<file path="src/rtl/top_level_if.sv">
// Start/Ack handshake between a sequencer host and the multiply controller.
interface top_level_if;
  logic start;
  logic ack;

  modport master (output start, input  ack);
  modport slave  (input  start, output ack);
endinterface

</file>
<file path="src/rtl/top_level.sv">
// Memory-to-memory 16x16 shift-and-add multiplier: operands from DM1.Core[1..4], product to Core[5..8].
// Define TOP_LEVEL_SIGNED_MUL_EN for a two's-complement product; the default build is unsigned.

module top_level_dm #(
  parameter int DEPTH = 256,
  parameter int AW    = 8
) (
  input  logic          clk,
  input  logic          we,
  input  logic [AW-1:0] addr,
  input  logic [7:0]    wdata,
  output logic [7:0]    rdata
);
  // No reset: contents survive rst_n so a host can preload and inspect them.
  logic [7:0] Core [0:DEPTH-1];

  always_ff @(posedge clk) begin
    if (we) Core[addr] <= wdata;
  end

  assign rdata = Core[addr];
endmodule

module top_level_rf #(
  parameter int DEPTH = 16,
  parameter int AW    = 4
) (
  input  logic          clk,
  input  logic          we,
  input  logic [AW-1:0] waddr,
  input  logic [7:0]    wdata,
  input  logic          acc_we,
  input  logic [31:0]   acc_wdata,
  output logic [15:0]   op_a,
  output logic [15:0]   op_b,
  output logic [31:0]   acc_q
);
  // Map: [0..1] operand A, [2..3] operand B, [4..7] product accumulator (MSB byte first).
  logic [7:0] Registers [0:DEPTH-1];

  always_ff @(posedge clk) begin
    if (we) Registers[waddr] <= wdata;
    if (acc_we) begin
      Registers[4] <= acc_wdata[31:24];
      Registers[5] <= acc_wdata[23:16];
      Registers[6] <= acc_wdata[15:8];
      Registers[7] <= acc_wdata[7:0];
    end
  end

  assign op_a  = {Registers[0], Registers[1]};
  assign op_b  = {Registers[2], Registers[3]};
  assign acc_q = {Registers[4], Registers[5], Registers[6], Registers[7]};
endmodule

// state | meaning
// IDLE  | waiting for a sampled start 1 -> 0 transition
// LOAD  | copy Core[1..4] into Registers[0..3], one byte per cycle
// MUL   | 16 shift-and-add steps, LSB of B first, product in Registers[4..7]
// STORE | copy Registers[4..7] to Core[5..8], one byte per cycle
// DONE  | result in memory; ack high until start returns high
module top_level #(
  parameter int DM_DEPTH = 256,
  parameter int RF_DEPTH = 16
) (
  input  logic        clk,
  input  logic        rst_n,
  top_level_if.slave  bus
);
  localparam int DM_AW = $clog2(DM_DEPTH);
  localparam int RF_AW = $clog2(RF_DEPTH);

  typedef enum logic [2:0] {IDLE, LOAD, MUL, STORE, DONE} state_t;

  state_t             state_q, state_d;
  logic [3:0]         tmr_q, tmr_d;
  logic               start_q;
  logic               ack_q, ack_d;

  logic               dm_we;
  logic [DM_AW-1:0]   dm_addr;
  logic [7:0]         dm_wdata, dm_rdata;
  logic               rf_we;
  logic [RF_AW-1:0]   rf_waddr;
  logic               acc_we;
  logic [31:0]        acc_wdata, acc_q;
  logic [15:0]        op_a, op_b;

  logic [1:0]         byte_idx;
  logic [3:0]         bit_idx;
  logic [31:0]        a_ext, addend, acc_base, mul_sum;

  top_level_dm #(.DEPTH(DM_DEPTH), .AW(DM_AW)) DM1 (
    .clk   (clk),
    .we    (dm_we),
    .addr  (dm_addr),
    .wdata (dm_wdata),
    .rdata (dm_rdata)
  );

  top_level_rf #(.DEPTH(RF_DEPTH), .AW(RF_AW)) RF1 (
    .clk       (clk),
    .we        (rf_we),
    .waddr     (rf_waddr),
    .wdata     (dm_rdata),
    .acc_we    (acc_we),
    .acc_wdata (acc_wdata),
    .op_a      (op_a),
    .op_b      (op_b),
    .acc_q     (acc_q)
  );

  // The down-counter runs 3..0 or 15..0, so its complement is the ascending step index.
  assign byte_idx = ~tmr_q[1:0];
  assign bit_idx  = ~tmr_q;
  assign dm_wdata = acc_q[{tmr_q[1:0], 3'b000} +: 8];

`ifdef TOP_LEVEL_SIGNED_MUL_EN
  assign a_ext = {{16{op_a[15]}}, op_a};
`else
  assign a_ext = {16'h0000, op_a};
`endif

  // First MUL step starts from zero instead of whatever the accumulator held.
  assign acc_base = (tmr_q == 4'd15) ? 32'h0000_0000 : acc_q;

  always_comb begin
    addend = op_b[bit_idx] ? (a_ext << bit_idx) : 32'h0000_0000;
`ifdef TOP_LEVEL_SIGNED_MUL_EN
    // B's MSB carries negative weight in two's complement.
    if (bit_idx == 4'd15) mul_sum = acc_base - addend;
    else                  mul_sum = acc_base + addend;
`else
    mul_sum = acc_base + addend;
`endif
  end

  always_ff @(posedge clk or negedge rst_n) begin
    if (!rst_n) begin
      state_q <= IDLE;
      tmr_q   <= 4'd0;
      start_q <= 1'b0;
      ack_q   <= 1'b0;
    end else begin
      state_q <= state_d;
      tmr_q   <= tmr_d;
      start_q <= bus.start;
      ack_q   <= ack_d;
    end
  end

  always_comb begin
    state_d   = state_q;
    tmr_d     = tmr_q;
    ack_d     = 1'b0;
    dm_we     = 1'b0;
    dm_addr   = '0;
    rf_we     = 1'b0;
    rf_waddr  = RF_AW'(byte_idx);
    acc_we    = 1'b0;
    acc_wdata = mul_sum;

    case (state_q)
      IDLE: begin
        if (!bus.start && start_q) begin
          state_d = LOAD;
          tmr_d   = 4'd3;
        end
      end
      LOAD: begin
        dm_addr = DM_AW'(32'd1 + 32'(byte_idx));
        if (bus.start) begin
          state_d = IDLE;
          tmr_d   = 4'd0;
        end else begin
          rf_we = 1'b1;
          if (tmr_q == 4'd0) begin
            state_d = MUL;
            tmr_d   = 4'd15;
          end else begin
            tmr_d = tmr_q - 4'd1;
          end
        end
      end
      MUL: begin
        if (bus.start) begin
          state_d = IDLE;
          tmr_d   = 4'd0;
        end else begin
          acc_we = 1'b1;
          if (tmr_q == 4'd0) begin
            state_d = STORE;
            tmr_d   = 4'd3;
          end else begin
            tmr_d = tmr_q - 4'd1;
          end
        end
      end
      STORE: begin
        dm_addr = DM_AW'(32'd5 + 32'(byte_idx));
        if (bus.start) begin
          state_d = IDLE;
          tmr_d   = 4'd0;
        end else begin
          dm_we = 1'b1;
          if (tmr_q == 4'd0) state_d = DONE;
          else               tmr_d   = tmr_q - 4'd1;
        end
      end
      DONE: begin
        if (bus.start) state_d = IDLE;
        else           ack_d   = 1'b1;
      end
      default: begin
        state_d = IDLE;
        tmr_d   = 4'd0;
      end
    endcase
  end

  assign bus.ack = ack_q;
endmodule

</file>
<file path="src/flat_wrapper.sv">
// flat-port wrapper written by rule: the top's interface ports become plain ports
module top_level_flat 
#(
  parameter int DM_DEPTH = 256,
  parameter int RF_DEPTH = 16
)
  (clk, rst_n, bus_start, bus_ack);
  top_level_if bus_i ();
  input  logic clk;
  input  logic rst_n;
  input wire logic [$bits(bus_i.start)-1:0] bus_start;
  output wire logic [$bits(bus_i.ack)-1:0] bus_ack;
  assign bus_i.start = bus_start;
  assign bus_ack = bus_i.ack;
  top_level #(.DM_DEPTH(DM_DEPTH), .RF_DEPTH(RF_DEPTH)) u_core (.clk(clk), .rst_n(rst_n), .bus(bus_i));
endmodule
</file>
<file path="config.mk">
export PLATFORM = sky130hd
export DESIGN_NAME = top_level_flat
export DESIGN_NICKNAME = d
export VERILOG_FILES = /design/src/rtl/top_level_if.sv /design/src/rtl/top_level.sv /design/src/flat_wrapper.sv
export SDC_FILE = /design/constraint.sdc
export NUM_CORES = 1
export LEC_CHECK = 0
export CAP_MARGIN = 15
export CORE_AREA = 2 2 39 41
export CTS_CLUSTER_DIAMETER = 100
export DETAILED_ROUTE_END_ITERATION = 8
export DIE_AREA = 0 0 41 43
export SLEW_MARGIN = 20
export SYNTH_ARGS = -nofsm -noshare
export SYNTH_HDL_FRONTEND = slang
export SYNTH_SLANG_ARGS = --single-unit
</file>
<file path="constraint.sdc">
create_clock -name clk -period 3.3 [get_ports clk]
set_input_delay 0.66 -clock clk [delete_from_list [all_inputs] [get_ports clk]]
set_output_delay 0.66 -clock clk [all_outputs]
set_load 0.1 [all_outputs]
</file>
# Word level (Yosys, flattened, before mapping)
# Cells that the tools add are included.
[word_totals]
in_bits = 3
regBits = 9
elab_cells = 41
[classes]
muxes = 19
bitwise_logic = 1
eq_ne = 10
n_reduce_logical = 6
n_addsub = 1
[op_table]
columns = ["cell", "n"]
rows = [
  ["2-to-1 mux 4 bit", 7],
  ["2-to-1 mux 3 bit", 8],
  ["one-hot mux 4 bit (5 select lines)", 1],
  ["one-hot mux 3 bit (5 select lines)", 1],
  ["!= test 3 x 2 -> 1 bit (second input constant)", 3],
  ["== test 3 x 2 -> 1 bit (second input constant)", 2],
  ["AND reduction 5 bit", 1],
  ["zero test 4 bit", 1],
  ["subtractor 4 x 1 -> 4 bit (second input constant)", 1],
  ["== test 3 x 1 -> 1 bit (second input constant)", 1],
  ["== test 3 bit (second input constant)", 1],
  ["zero test 3 bit", 1],
  ["!= test 3 bit (second input constant)", 1],
  ["AND reduction 3 bit", 1],
  ["2-to-1 mux 1 bit", 2],
  ["!= test 2 x 1 -> 1 bit (second input constant)", 1],
  ["!= test 2 bit (second input constant)", 1],
  ["logical AND 1 bit", 1],
  ["zero test 1 bit", 1],
  ["NOT 1 bit", 1],
]

# Depth between registers and ports, before layout
# Gate-level depths: netlist (run 1).
[depth]
ltp_word = 4
depth_mapped = 6

# Least setup slack after synthesis (run 1)
# OpenSTA, ideal clock, no wires.
[synth_path]
kind = "input to register"
from = "input bus_start"
to = "register u_core.tmr_q[1]"
setup_ns = 0.126
path_slack_ns = 1.665
arrival_time_ns = 1.509
required_time_ns = 3.174
path_stages = 5
cell_sequence = "or2_0 buf_2 o21ai_2 o21ai_1 a221o_1"
[synth_between]
elab_chain_len = 4
elab_cells_between_ends = 9
classes_between = "eq/ne (2); mux (4); reduce/logical (3)"
[synth_lines]
columns = ["item", "line_no", "text"]
rows = [
  ["from (decl)", "flat_wrapper.sv:11", "input wire logic [$bits(bus_i.start)-1:0] bus_start;"],
  ["zero test 1 bit", "top_level.sv:165", "if (!bus.start && start_q) begin"],
  ["logical AND 1 bit", "top_level.sv:165", ""],
  ["!= test 2 x 1 -> 1 bit (no source line)", "-", ""],
  ["AND reduction 3 bit (no source line)", "-", ""],
  ["to (signal assigned)", "top_level.sv:146", "tmr_q <= tmr_d;"],
  ["to (decl)", "top_level.sv:76", "logic [3:0] tmr_q, tmr_d;"],
]
# Parallel ways exist; a longest one is shown, timed or not.
# A chain may end at the register's enable or synchronous reset.

# Worst setup path in the final report (run 1)
# Ends and elaborated chain as after synthesis.

==> results of run 1 <==
-- per-layer routing --
layer,routed length (um),up-vias,track usage (%)
met5,0,-,0
met4,17,0,10.0
met3,44,2,1.57
met2,460,14,18.8
met1,421,205,17.2
li1,-,207,-
-- worst register-to-register path: stages, from the launching register on --
cell                       delay, ps
sky130_fd_sc_hd__dfrtp_1         410
sky130_fd_sc_hd__inv_1            70
sky130_fd_sc_hd__ha_1            230
sky130_fd_sc_hd__nor4bb_4        490
sky130_fd_sc_hd__nand2_2         130
sky130_fd_sc_hd__a221o_1         330
-- synth_stat cells (all sizes together) --
cell and instances:
a21o 1, nor3 1, a211oi 1, a21oi 1, o32ai 1, ha 1, or3b 1, inv 4
buf 3, mux2i 2, o21ai 7, nor2 11, dfrtp 9, o311a 1, nand2 3, nor4bb 1
nor4 2, o21a 1, xnor2 1, a221o 1, or2 1, nor4b 2
-- power groups by stage --
stage	Sequential (mW)	Combinational (mW)	Clock (mW)
3_3_place_gp	0.202	0.174	0
2_1_floorplan	0.175	0.168	0
4_1_cts	0.200	0.175	0.0879
5_1_grt	0.207	0.198	0.0935
3_5_place_dp	0.202	0.175	0
6_report	0.200	0.174	0.0864
-- worst paths after layout --
| kind | from | end | slack (ps) | cells past startpoint |
|---|---|---|---|---|
| setup / recovery | bus_start | u_core.tmr_q[1] | 1330 | 5 |
| hold / removal | u_core.tmr_q[0] | u_core.tmr_q[0] | 540 | 1 |
| setup reg to reg | u_core.tmr_q[0] | u_core.tmr_q[1] | 1520 | 5 |
| hold reg to reg | u_core.tmr_q[0] | u_core.tmr_q[0] | 540 | 1 |
| max in group asynchronous | rst_n | u_core.tmr_q[3] | 2310 | 1 |
| min in group asynchronous | rst_n | u_core.bus.ack | 700 | 1 |
-- state kept, by name, summed over array words and instances (netlist names) --
name and cells:
u_core.bus.ack 1, u_core.start_q 1, u_core.state_q 3, u_core.tmr_q 4
-- layout make-up --
type,instances,area share (%)
clock buffer,4,4.53
inverter,4,2.59
multi-input combinational,40,45.9
sequential,9,38.8
tap,16,3.45
timing repair buffer,3,4.74
-- cell families (layout without fill, tap and decap cells) --
group | Yosys count | count (layout) | synth area share, %
AND/OR/NAND/NOR | 22 | 22 | 24.9
XOR/XNOR | 1 | 1 | 1.68
flip-flops | 9 | 9 | 43.2
multiplexers | 2 | 2 | 3.84
AO/OA/AOI/OAI | 14 | 14 | 18.2
adder cells (fa/ha/maj) | 1 | 1 | 2.40
buffers and inverters | 7 | 11 | 5.75
-- per-stage QoR --
stage,utilization [%],setup WS (ps),cell area (um2),power (mW),hold WS [ps]
final,42.0,1330,581,0.461,543
after global routing,42.0,1250,581,0.498,597
after CTS,42.0,1330,581,0.463,555
after detailed placement,40.1,1060,554,0.376,543
after global placement,40.1,1080,554,0.376,535
after floorplan,-,1670,522,0.343,364
==> results.cfg, run 1 <==
[worst_setup_path]
crit_path_top_delay_cell = sky130_fd_sc_hd__clkdlybuf4s50_1
crit_family = compound AO/OA/AOI/OAI gates
critical_path_peak_fanout = 6
worst_setup_path_start_kind = input port
critical_path.cell_chain = clkdlybuf4s50_1 -> or2_0 -> o21ai_2 -> o21ai_1 -> a221o_1
capturing_element_type_of_the_critical_path = register
critPathRequiredTime_ps = 3450
max_stage_delay_ps = 470
worst-setup-path-type = in2reg
data_arrival_time_at_the_worst_slack_endpoint_ps = 2110
critical_path_buf_inv_count = 1

[pwr]
power.static_leakage_nw = 0.249
power.internal_mw = 0.280
power_density_nw_per_um2 = 794
power.share.clock_pct = 18.7
switching_share_pct = 39.3
power.share.combinational_pct = 37.8
power.sequential.fraction_pct = 43.5
ir_drop_uv = 285
power.switching_mw = 0.181

[drt]
antenna_left = 0
firstDrtPassIters = 5
detail_route.wirelength_um = 942
detailroute.via_count = 428
detail_route.drc_violations = 0
routed_wire_length_per_instance_um = 12.4
drt-vias-per-instance = 5.63
dr.first_iter.drc_count = 9

[final_layout]
mostFrequentLayoutCell = sky130_fd_sc_hd__nor2_1
commonest_cells_after_routing_fill_and_taps_aside = 11 x sky130_fd_sc_hd__nor2_1, 9 x sky130_fd_sc_hd__dfrtp_1, 4 x sky130_fd_sc_hd__inv_1, 4 x sky130_fd_sc_hd__o21ai_0, 3 x sky130_fd_sc_hd__clkbuf_4
layout-area-overhead-vs-synth_pct = 11.3
num-nets-final = 65
n_fill_cell = 139
antennaDiodeCount = 0
layoutNonFillerInstCount = 76
final-seq-area_um2 = 225
drive_above_1_share_pct = 11.7
multiInputGateArea_um2 = 267

[die]
core_region_area_um2 = 1380
floorplan.rows = 14
io_pins = 4
start_util_pct = 37.7
die_area_um2 = 1760
die_w_um = 41
die_height_um = 43

[global_route]
grt_start_max_net_pins = 13
global_route.overflow_total = 0
grt_antenna_before_repair = 0
grt_first_pass_wirelength_um = 1540
grt_usage_pct = 13.1
grt_pass1_vias = 376

[synth]
synth_cell_types = 25
syn_nets = 60
synth-warning-count = 0
yosys.area.top_type_share_pct = 43.2
synth.ff_latch_count = 9
post_synth_instance_area_um2 = 522
syn-mean-instance-area_um2 = 9.32
synth.largest_area_cell = sky130_fd_sc_hd__dfrtp_1
ys_seq_area_share_pct = 43.2
postSynthCellCount = 56
post_synth_main_area_contributors = sky130_fd_sc_hd__dfrtp_1 43%, sky130_fd_sc_hd__nor2_1 7.9%, sky130_fd_sc_hd__nor4bb_4 4.8%

[clock_network]
cts_max_level = 1
numClockSinks = 9
clkSlewWorstSetupHoldPaths_ps = 70
cts_hold_buf = 0
cts_inserted_buffers = 3
post_cts_resize_count = 0
cts_max_path_buffers = 2
cts_tree = done
insertion_delay_ps = 260
clockRootBuffer = sky130_fd_sc_hd__clkbuf_4
post-cts-setup-buffer-count = 0

[sta]
finalHoldViolCount = 0
tightest_slew_ps = 428
max_freq_mhz = 508
grt_setup_unrepaired = false
final_max_slew_viol_count = 0
final_period_minus_worst_setup_slack_ps = 1970
finClkSkew_ps = 3.42
post-route-period-util_pct = 59.6
max-slew-margin-rel_pct = 71.5
total_negative_slack_for_setup_checks_ps = 0
setup_viol = 0

[worst_hold_path]
min-delay-path-class = reg2reg

[status]
run_status = finished, final reports clean

[placement]
place.detailed.hpwl_um = 679
routability_cong = 0.752
io_buffers = 3
numPlacedInstances = 72

[flow_run]
number_of_max_capacitance_violations_reported = 0
Note: power is estimated with default switching activity, not from simulation.
==> inputs of run 2 (changes only) <==
==> constraint.sdc (replaced) <==
create_clock -name clk -period 2 [get_ports clk]
set_input_delay 0.4 -clock clk [delete_from_list [all_inputs] [get_ports clk]]
set_output_delay 0.4 -clock clk [all_outputs]
set_load 0.1 [all_outputs]
==> run 2 against run 1 <==
Effect of this change: non-clock buffer count rose by 2; first-iteration DRC count fell by 67%; via count fell by 5.6%; sequential power rose by 65%; largest power group unchanged; highest routed layer unchanged.
==> results.cfg, run 2 (synthesized netlist as in run 1, its figures left out) <==
[worst_setup_path]
worstSetupStartpoint = u_core.tmr_q[0]
critPathRequiredTime_ps = 2150
worst-setup-path-type = reg2reg
data_arrival_time_at_the_worst_slack_endpoint_ps = 1960
max_stage_delay_ps = 480
crit_path_top_delay_cell = sky130_fd_sc_hd__nor4bb_4
timing.rr.start = u_core.tmr_q[0]
ff2ff_path_depth = 5
worst_setup_path_start_kind = register
capturing_element_type_of_the_critical_path = register
crit_family = simple AND/OR/NAND/NOR gates
critical_path_buf_inv_count = 1
critical_path_peak_fanout = 6
worst_path_depth = 5
critical_path.cell_chain = inv_1 -> ha_1 -> nor4bb_4 -> nand2_2 -> a221o_1

[drt]
antenna_left = 0
detailroute.via_count = 404
firstDrtPassIters = 2
detail_route.drc_violations = 0
drt-vias-per-instance = 5.18
detail_route.wirelength_um = 942
routed_wire_length_per_instance_um = 12.1
dr.first_iter.drc_count = 3

[final_layout]
drive_above_1_share_pct = 14.5
mostFrequentLayoutCell = sky130_fd_sc_hd__nor2_1
num-nets-final = 67
n_fill_cell = 151
commonest_cells_after_routing_fill_and_taps_aside = 11 x sky130_fd_sc_hd__nor2_1, 9 x sky130_fd_sc_hd__dfrtp_1, 4 x sky130_fd_sc_hd__inv_1, 4 x sky130_fd_sc_hd__o21ai_0
largest_register = u_core.tmr_q
antennaDiodeCount = 0
layout-area-overhead-vs-synth_pct = 14.1
largestRegisters = u_core.tmr_q x4, u_core.state_q x3
stdcell_area_um2 = 596
largest_register_ff_count = 4

[clock_network]
cts_max_path_buffers = 2
post_cts_resize_count = 0
cts_inserted_buffers = 3
post-cts-setup-buffer-count = 0
numClockSinks = 9
clockRootBuffer = sky130_fd_sc_hd__clkbuf_4
insertion_delay_ps = 260
cts_hold_buf = 0
cts_max_level = 1
clkSlewWorstSetupHoldPaths_ps = 60
cts_tree = done

[placement]
routability_cong = 0.777
place.detailed.hpwl_um = 705
dpl-instance-area_um2 = 569
io_buffers = 3

[status]
run_status = finished, final reports clean

[die]
floorplan.rows = 14
io_pins = 4
core_region_area_um2 = 1380
die_area_um2 = 1760
die_height_um = 43
start_util_pct = 37.7
die_w_um = 41

[global_route]
grt_first_pass_wirelength_um = 1730
grt_pass1_vias = 393
grt_usage_pct = 14.6
global_route.overflow_total = 0
grt_start_max_net_pins = 13
grt_antenna_before_repair = 0

[pwr]
power.static_leakage_nw = 0.258
power_density_nw_per_um2 = 1280
total_power_mw = 0.763
ir_drop_uv = 535

[sta]
tightest_slew_ps = 439
grt_setup_unrepaired = false
finClkSkew_ps = 3.01
final_max_slew_viol_count = 0
finalHoldViolCount = 0
setup_viol = 0
holdWs_ps = 438
final_period_minus_worst_setup_slack_ps = 1810
total_negative_slack_for_setup_checks_ps = 0
post-route-period-util_pct = 90.4
max_freq_mhz = 553
max-slew-margin-rel_pct = 70.7

[flow_run]
number_of_max_capacitance_violations_reported = 0

[worst_hold_path]
min-delay-path-class = in2async
-- run 2: cell count changes in the layout (fill, tap and decap cells not counted), sizes merged --
cell	delta
buf	+2
-- run 2: worst paths after layout --
kind / end / slack [ps]
max: u_core.tmr_q[1] / 190
min: u_core.state_q[2] / 440
max in group asynchronous: u_core.tmr_q[2] / 1270
min in group clk: u_core.tmr_q[0] / 540
min reg2reg: u_core.tmr_q[0] / 540
max reg2reg: u_core.tmr_q[1] / 190
-- run 2: cell type report --
class / count / area [um2] / share of cell area [%]
multi-input combinational: 40 / 267 / 44.7
sequential: 9 / 225 / 37.8
timing repair buffer: 5 / 42.5 / 7.14
clock buffer: 4 / 26.3 / 4.41
tap: 16 / 20.0 / 3.36
inverter: 4 / 15.0 / 2.52
-- run 2: layer usage --
layer / track usage, % / routed length [um] / up-vias
met3: 1.57 / 20 / 2
met4: 12.0 / 21 / 0
li1: - / - / 211
met1: 20.1 / 434 / 187
met2: 19.7 / 465 / 4
met5: 0 / 0 / -
-- run 2: through the flow --
| stage | utilization, % | std cells | worst slack (ps) |
|---|---|---|---|
| after detailed placement | 41.1 | 74 | 189 |
| after global placement | 41.1 | 74 | 202 |
| final | 43.0 | 78 | 191 |
| after global routing | 43.0 | 78 | 47.6 |
| after floorplan | - | 56 | 405 |
| after CTS | 43.0 | 78 | 178 |
-- run 2: where the power goes --
group	internal, mW	leakage [nW]	total (mW)	switching, mW
sequential	0.234	0.117	0.330	0.0956
combinational	0.154	0.126	0.294	0.139
clock	0.0769	0.0150	0.140	0.0632
total	0.466	0.258	0.763	0.298
==> inputs of run 3 (changes only) <==
--- a/config.mk
+++ b/config.mk
@@ -5,6 +5,7 @@
 export SDC_FILE = /design/constraint.sdc
 export NUM_CORES = 1
 export LEC_CHECK = 0
+export ABC_AREA = 1
 export CAP_MARGIN = 15
 export CORE_AREA = 2 2 39 41
 export CTS_CLUSTER_DIAMETER = 100
==> run 3 against run 2 <==
Effect of this change: non-clock buffer count down 2; total power grew 29%; via count is 32% higher; count of clock-buffer cells in the layout stayed put; fmax rose by 24%; critical path type is now in2reg; critical endpoint unchanged; largest power group is now combinational cells.
==> results.cfg, run 3 <==
[sta]
total_negative_slack_for_setup_checks_ps = 0
grt_setup_unrepaired = false
setup_viol = 0
holdWs_ps = 417
final_max_slew_viol_count = 0
finClkSkew_ps = 8.70
max-slew-margin-rel_pct = 71.9
post-route-period-util_pct = 73.2
postLayoutSetupSlackWorst_ps = 537
final_period_minus_worst_setup_slack_ps = 1460
tightest_slew_ps = 420
max_freq_mhz = 684
finalHoldViolCount = 0

[pwr]
power.share.combinational_pct = 53.6
total_power_mw = 0.986
ir_drop_uv = 637
switching_share_pct = 47.4
power.static_leakage_nw = 0.392
power.sequential.fraction_pct = 30.9
power.share.clock_pct = 15.4
power.internal_mw = 0.518
power_density_nw_per_um2 = 1520
power.switching_mw = 0.467

[synth]
synth-main-ff-cell = sky130_fd_sc_hd__dfrtp_1
synth-warning-count = 0
synth_cell_types = 14
post_synth_main_area_contributors = sky130_fd_sc_hd__dfrtp_1 39%, sky130_fd_sc_hd__nand2_1 23%, sky130_fd_sc_hd__inv_1 6.5%
synth_most_common_cell = sky130_fd_sc_hd__nand2_1
yosys.area.top_type_share_pct = 39.0
synth.largest_area_cell = sky130_fd_sc_hd__dfrtp_1
syn-mean-instance-area_um2 = 6.87
postSynthCellCount = 84
post_synth_instance_area_um2 = 577
synth.ff_latch_count = 9
ys_seq_area_share_pct = 39.0
synth_edf_count = 0
synthTopCellsByCount = 35 x sky130_fd_sc_hd__nand2_1, 10 x sky130_fd_sc_hd__inv_1, 9 x sky130_fd_sc_hd__dfrtp_1
syn_nets = 88
asyncSetResetFlopFracSynth_pct = 100

[final_layout]
drive_above_1_share_pct = 20.9
antennaDiodeCount = 0
largest_register_ff_count = 4
fin_util_pct = 47.0
stdcell_area_um2 = 651
largest_register = u_core.tmr_q
layout-area-overhead-vs-synth_pct = 12.8
n_fill_cell = 145
num-nets-final = 96
commonest_cells_after_routing_fill_and_taps_aside = 35 x sky130_fd_sc_hd__nand2_1, 10 x sky130_fd_sc_hd__inv_1, 9 x sky130_fd_sc_hd__dfrtp_1
layoutNonFillerInstCount = 107
mostFrequentLayoutCell = sky130_fd_sc_hd__nand2_1
largestRegisters = u_core.tmr_q x4, u_core.state_q x3

[clock_network]
cts_max_level = 1
cts_tree = done
numClockSinks = 9
post_cts_resize_count = 0
cts_max_path_buffers = 2
clockRootBuffer = sky130_fd_sc_hd__clkbuf_4
cts_inserted_buffers = 3
post-cts-setup-buffer-count = 0
cts_hold_buf = 0
clkSlewWorstSetupHoldPaths_ps = 70
insertion_delay_ps = 280

[worst_setup_path]
crit_path_frequent_cell = sky130_fd_sc_hd__nand2_1
worstSetupStartpoint = bus_start
worstReg2RegEnd = u_core.tmr_q[1]
critical_path.cell_chain = clkdlybuf4s50_1 -> inv_2 -> nand2_1 -> inv_1 -> nand2_1 -> nand2_1 -> nand2_1 -> nand3_1 -> nand2_1 -> nand2_1
critPathRequiredTime_ps = 2170
worst-setup-path-type = in2reg
crit_path_top_delay_cell = sky130_fd_sc_hd__clkdlybuf4s50_1
worst_setup_path_start_kind = input port
ff2ff_path_depth = 9
capturing_element_type_of_the_critical_path = register
max_stage_delay_ps = 530
data_arrival_time_at_the_worst_slack_endpoint_ps = 1630
critical_path_peak_fanout = 4
reg2reg_setup_slack_ps = 610
timing.rr.start = u_core.tmr_q[0]

[global_route]
grt_first_pass_wirelength_um = 2050
grt_antenna_before_repair = 0
global_route.overflow_total = 0
grt_usage_pct = 18.3
grt_start_max_net_pins = 10
grt_pass1_vias = 493

[die]
io_pins = 4
start_util_pct = 41.7
core_region_area_um2 = 1380
die_w_um = 41
die_area_um2 = 1760
floorplan.rows = 14
die_height_um = 43

[drt]
detail_route.wirelength_um = 1230
routed_wire_length_per_instance_um = 11.5
drt-vias-per-instance = 4.97
firstDrtPassIters = 6
detailroute.via_count = 532
dr.first_iter.drc_count = 12
detail_route.drc_violations = 0
antenna_left = 0

[placement]
numPlacedInstances = 103
place.detailed.hpwl_um = 910
place_worst_setup_slack_ps = 250
dpl-instance-area_um2 = 624
routability_cong = 0.759
io_buffers = 3

[status]
run_status = finished, final reports clean

[flow_run]
number_of_max_capacitance_violations_reported = 0

[worst_hold_path]
min-delay-path-class = in2async
## run 3: changes by cell type after synthesis, moves of 3 or more
cell / before / now
sky130_fd_sc_hd__inv_2: 0 / 4
sky130_fd_sc_hd__nand2_1: 2 / 35
sky130_fd_sc_hd__nor2_2: 0 / 3
sky130_fd_sc_hd__inv_1: 4 / 10
sky130_fd_sc_hd__buf_2: 3 / 0
sky130_fd_sc_hd__nor2_1: 11 / 4
sky130_fd_sc_hd__nand3_1: 0 / 6
sky130_fd_sc_hd__nand2_2: 1 / 5
sky130_fd_sc_hd__o21ai_0: 4 / 0
## run 3: worst max path at each step
stage / end / slack (ps)
5_1_grt: u_core.tmr_q[1] / 410
3_3_place_gp: u_core.tmr_q[1] / 300
4_1_cts: u_core.tmr_q[1] / 530
3_5_place_dp: u_core.tmr_q[1] / 250
6_report: u_core.tmr_q[1] / 540
2_1_floorplan: bus_ack / 720
## run 3: kinds of logic after synthesis
group	Yosys count	share of synthesized area, %
fa+ha+maj	1	2.17
simple gates	58	47.9
buf+inv	14	9.11
compound gates	2	1.73
flops	9	39.0
## run 3: final cells by class
| class | count | area, um2 | area share (%) |
|---|---|---|---|
| repair buffers | 3 | 27.5 | 4.23 |
| inverters | 14 | 52.6 | 8.08 |
| flip-flops and latches | 9 | 225 | 34.6 |
| multi-input cells | 61 | 299 | 46.0 |
| clock buffers | 4 | 26.3 | 4.04 |
| well taps | 16 | 20.0 | 3.08 |
## run 3: worst max-delay path: cells and delay by family
family,cells,cell delay [ps]
buf+inv,3,670
simple gates,7,550
## run 3: layer usage
metal	vias to the layer above	track usage, %	wire length [um]
met2	20	24.7	595
met5	-	0	0
met3	3	4.71	79
li1	271	-	-
met4	0	12.0	31
met1	238	24.6	524
## run 3: power by group through the flow
| stage | Sequential, mW | Combinational [mW] | Clock, mW |
|---|---|---|---|
| floorplan | 0.295 | 0.441 | 0 |
| global placement | 0.308 | 0.520 | 0 |
| detailed placement | 0.306 | 0.526 | 0 |
| CTS | 0.304 | 0.532 | 0.159 |
| global route | 0.314 | 0.621 | 0.166 |
| finish | 0.305 | 0.529 | 0.152 |
